`src/rtl/gen_decoder.sv`:
```
// N-to-2**N one-hot decoder with enable.
// All outputs are zero while en is low.
module gen_decoder #(
   parameter int N = 8
) (
   input  logic            en,
   input  logic [N-1:0]    addr,
   output logic [2**N-1:0] y
);

   always_comb begin
      y = '0;
      if (en) y[addr] = 1'b1;
   end

endmodule

```
`src/rtl/gen_demux_regs.sv`:
```
// Write-side register bank: handshaked 1-to-2**N write demux
// feeding 2**N registers, plus a one-register-per-cycle bank clear.
module gen_demux_regs #(
   parameter int size     = 4,
   parameter int N        = 8,
   parameter int ZERO_REG = 0
) (
   input  logic                  clock,
   input  logic                  reset,
   input  logic                  wr_valid,
   output logic                  wr_ready,
   input  logic [N-1:0]          wr_addr,
   input  logic [size-1:0]       wr_data,
   input  logic                  clear,
   output logic                  busy,
   output logic                  clear_done,
   output logic [size*(2**N)-1:0] Q
);

   localparam int        R     = 2**N;
   localparam logic      IDLE  = 1'b0;
   localparam logic      CLEAR = 1'b1;
   localparam logic [N-1:0] LAST = '1;

   logic            state;
   logic [N-1:0]    cnt;
   logic            accept;
   logic            dec_en;
   logic [N-1:0]    dec_addr;
   logic [R-1:0]    onehot;
   logic [size-1:0] regs [R];

   assign wr_ready   = (state == IDLE) && !clear && !reset;
   assign accept     = wr_valid && wr_ready;
   assign busy       = (state == CLEAR);
   assign clear_done = (state == CLEAR) && (cnt == LAST);

   // The sweep borrows the write decoder to pick the register to zero.
   assign dec_en   = accept || (state == CLEAR);
   assign dec_addr = (state == CLEAR) ? cnt : wr_addr;

   gen_decoder #(.N(N)) u_dec (
      .en   (dec_en),
      .addr (dec_addr),
      .y    (onehot)
   );

   always_ff @(posedge clock or posedge reset) begin
      if (reset) begin
         state <= IDLE;
         cnt   <= '0;
      end else begin
         unique case (state)
            IDLE: begin
               if (clear) begin
                  state <= CLEAR;
                  cnt   <= '0;
               end
            end
            CLEAR: begin
               cnt <= cnt + 1'b1;
               if (cnt == LAST) state <= IDLE;
            end
            default: state <= IDLE;
         endcase
      end
   end

   for (genvar k = 0; k < R; k++) begin : g_reg
      if ((ZERO_REG != 0) && (k == 0)) begin : g_zero
         assign regs[k] = '0;
      end else begin : g_ff
         always_ff @(posedge clock or posedge reset) begin
            if (reset)
               regs[k] <= '0;
            else if (onehot[k])
               regs[k] <= (state == CLEAR) ? '0 : wr_data;
         end
      end
      assign Q[k*size +: size] = regs[k];
   end

endmodule
```
`config.mk`:
```
export PLATFORM = sky130hd
export DESIGN_NAME = gen_demux_regs
export DESIGN_NICKNAME = d
export VERILOG_FILES = /design/src/rtl/gen_decoder.sv /design/src/rtl/gen_demux_regs.sv
export SDC_FILE = /design/constraint.sdc
export NUM_CORES = 2
export LEC_CHECK = 0
export CAP_MARGIN = 20
export CORE_AREA = 3 3 400 402
export DETAILED_ROUTE_END_ITERATION = 10
export DIE_AREA = 0 0 403 405
export MAX_ROUTING_LAYER = met4
export SLEW_MARGIN = 15
export SYNTH_ARGS = -nofsm -noshare
export SYNTH_HDL_FRONTEND = slang
export SYNTH_HIERARCHICAL = 1
export SYNTH_SLANG_ARGS = --single-unit
```
`constraint.sdc`:
```
create_clock -name clock -period 33.4 [get_ports clock]
set_input_delay 3.34 -clock clock [delete_from_list [all_inputs] [get_ports clock]]
set_output_delay 3.34 -clock clock [all_outputs]
set_load 0.01 [all_outputs]
```
==> impl_metrics.env <==
export IMPL_outcome="completed"
export IMPL_ys_warn_count=6
export IMPL_synth_simple_area_share=0.0479
export IMPL_finalSetupTns_ns=0
export IMPL_cts_root_buf="clkbuf_16"
export IMPL_final_cells=5789
export IMPL_switchingPower_uw=934
export IMPL_place_congestion=0.832
export IMPL_crit_type="primary input to output port"
export IMPL_num_rows=145
export IMPL_power_share_sequential=0.416
export IMPL_fin_ws_ns=25.02
export IMPL_grt_pass1_wl_um=224000
export IMPL_drv_cap=0
export IMPL_dp_hpwl_um=112000
export IMPL_syn_mean_instance_area_um2=15.5
export IMPL_synth_compound_area_share=0.00198
export IMPL_rsz0062_at_grt="false"
export IMPL_boundaryPins=1043
export IMPL_clkSlewWorstSetupHoldPaths_ns=0.06
export IMPL_synth_top_family_by_area="multiplexers"
export IMPL_p_int_mw=2.14
export IMPL_ctsLongestPathBuffers=3
export IMPL_async_reset_ff_frac=1.00
export IMPL_hp_class="flop to flop"
export IMPL_synth_top_area_cell="dfrtp_1"
export IMPL_ant_nets=0
export IMPL_synth_area_mux_share=0.287
export IMPL_dr_pass1_iters=5
export IMPL_grt_pass1_vias=28100
export IMPL_crit_fanout=10
export IMPL_fin_crit_ns=8.38
export IMPL_die_y_um=405
export IMPL_placed_cells=5573
export IMPL_via_count=26800
export IMPL_final_common_cell="clkdlybuf4s50_1"
export IMPL_grt_max_degree=178
export IMPL_synth_area_leaders="dfrtp_1 (64%), mux2_2 (29%), nor3_1 (2.3%)"
export IMPL_syn_area_um2=40400
export IMPL_start_util=0.258
export IMPL_die_w_um=403
export IMPL_drt_wl_total_um=160000
export IMPL_min_period_over_period=0.251
export IMPL_antenna_found_initial=4
export IMPL_synthAdderAreaFrac=0.000310
export IMPL_synth_fp_nets=2623
export IMPL_finalPower_mw=3.08
export IMPL_max_freq_mhz=119
export IMPL_port_buffers=1042
export IMPL_switching_share=0.304
export IMPL_ys_ff_latch=1033
export IMPL_combinationalPowerShare=0.157
export IMPL_initialDrtViolationCount=1536
export IMPL_cts_resized=0
export IMPL_arrival_ns=5.04
export IMPL_tightestPinTransition_ns=1.16
export IMPL_nNetsFinal=3647
export IMPL_hold_viol_final=0
export IMPL_ctsHoldBuffers=0
export IMPL_core_um2=156000
export IMPL_clkPwrFrac=0.428
export IMPL_clkSinkCount=1033
export IMPL_detail_route_wl_per_cell_um=27.7
export IMPL_endpoint_kind="output port"
export IMPL_clock_skew_ns=0.0276
export IMPL_cts_setup_buffers=0
export IMPL_ys_seq_area_frac=0.640
export IMPL_yosysUniqueCellTypes=37
export IMPL_cp_required_ns=30.06
export IMPL_p_per_area_nw_per_um2=53.8
export IMPL_clock_latency_ns=0.70
export IMPL_final_layout_size_suffix_gt1_frac=0.364
export IMPL_grt_overflow_total=0
export IMPL_most_common_layout_cells="clkdlybuf4s50_1 (1042), dfrtp_1 (1032), mux2_2 (1030)"
export IMPL_dieArea_um2=163000
export IMPL_grt_total_usage=0.196
export IMPL_htree_levels=3
export IMPL_slew_violations=0
export IMPL_cts_buffers=112
export IMPL_cp_start_kind="primary input"
export IMPL_vdd_drop_max_uv=45.6
export IMPL_netlist_instances=2606
export IMPL_synth_top_flop_cell="dfrtp_1"
export IMPL_viasPerCell=4.63
export IMPL_slew_headroom=0.226
export IMPL_drcViolationCount=0
export IMPL_yosys_area_share_xor_xnor=0.000651
export IMPL_setup_violations=0
export IMPL_p_leak_nw=26.0
export IMPL_synth_top_area_share=0.640
export IMPL_cts_tree="done"
export IMPL_whs_ns=0.503
export IMPL_pre_cts_ws_ns=24.54
export IMPL_syn_to_final_growth_pct=41.8
export IMPL_synth_edf_count=0
==> area by class of cell <==
| type | instances | area (um^2) |
|---|---|---|
| Antenna cell | 3 | 7.51 |
| Clock buffer | 176 | 3440 |
| Clock inverter | 36 | 528 |
| Fill cell | 15100 | 99100 |
| Inverter | 4 | 22.5 |
| Multi-Input combinational cell | 1364 | 13800 |
| Sequential cell | 1033 | 25900 |
| Tap cell | 2058 | 2570 |
| Timing Repair Buffer | 1115 | 11000 |
==> power groups by stage <==
stage          Combinational (mW)  Clock (mW)  Sequential (mW)
4_1_cts                     0.499        1.35             1.28
5_1_grt                     0.511        1.40             1.28
6_report                    0.482        1.32             1.28
3_5_place_dp                0.499           0             1.30
2_1_floorplan               0.225           0             1.31
3_3_place_gp                0.496           0             1.30
==> cell families (layout without fill, tap and decap cells) <==
kind of cell,Yosys count,count (layout)
AOI/OAI and AO/OA,12,12
xor gates and xnor gates,3,3
adders and majority gates,1,1
buffers and inverters,209,1331
DFF,1033,1033
muxes,1031,1031
other,0,3
and+or+nand+nor,317,317
==> synthesized netlist by cell type (all sizes together), types with 3 or more instances <==
| library cell | instances |
|---|---|
| nand4bb | 6 |
| mux2 | 1030 |
| nand3 | 5 |
| nand2b | 9 |
| nor2 | 4 |
| o21ai | 5 |
| nor4 | 28 |
| clkbuf | 145 |
| nor2b | 4 |
| a21o | 3 |
| nand2 | 9 |
| nand4b | 3 |
| dfrtp | 1033 |
| inv | 4 |
| nor3 | 229 |
| buf | 60 |
| or4b | 7 |
==> per-layer routing <==
layer / track usage / share of wire / up-vias
met4: 0.0586 / 0.031 / 0
met2: 0.325 / 0.50 / 877
li1: - / - / 11400
met3: 0.0504 / 0.062 / 238
met1: 0.235 / 0.41 / 14300
met5: - / 0 / -
==> per-stage QoR <==
step	area, um^2	utilization
floorplan	40400	-
global placement	53300	0.341
detailed placement	53300	0.341
CTS	57200	0.366
finish	57300	0.366
global route	57200	0.366
==> worst paths after layout <==
check	startpoint	end	slack, ns	depth (start not counted)
max in group asynchronous	reset	Q[838]$_DFFE_PP0P_	25.55	7
max	clear	wr_ready	25.02	3
min reg2reg	Q[169]$_DFFE_PP0P_	Q[169]$_DFFE_PP0P_	0.50	1
min	Q[169]$_DFFE_PP0P_	Q[169]$_DFFE_PP0P_	0.50	1
min in group asynchronous	reset	Q[82]$_DFFE_PP0P_	3.20	2
max reg2reg	busy$_DFF_PP0_	Q[852]$_DFFE_PP0P_	29.16	6
==> sequential cells by signal, indices dropped and copies added (netlist names) <==
name and count:
Q 1024, cnt 8, busy 1
==> critical path, cell delays in order <==
cell	delay (ns)
clkdlybuf4s50_1	0.72
nor3_1	0.38
clkdlybuf4s50_1	0.59
No activity file was read; power rests on OpenSTA's default activity.
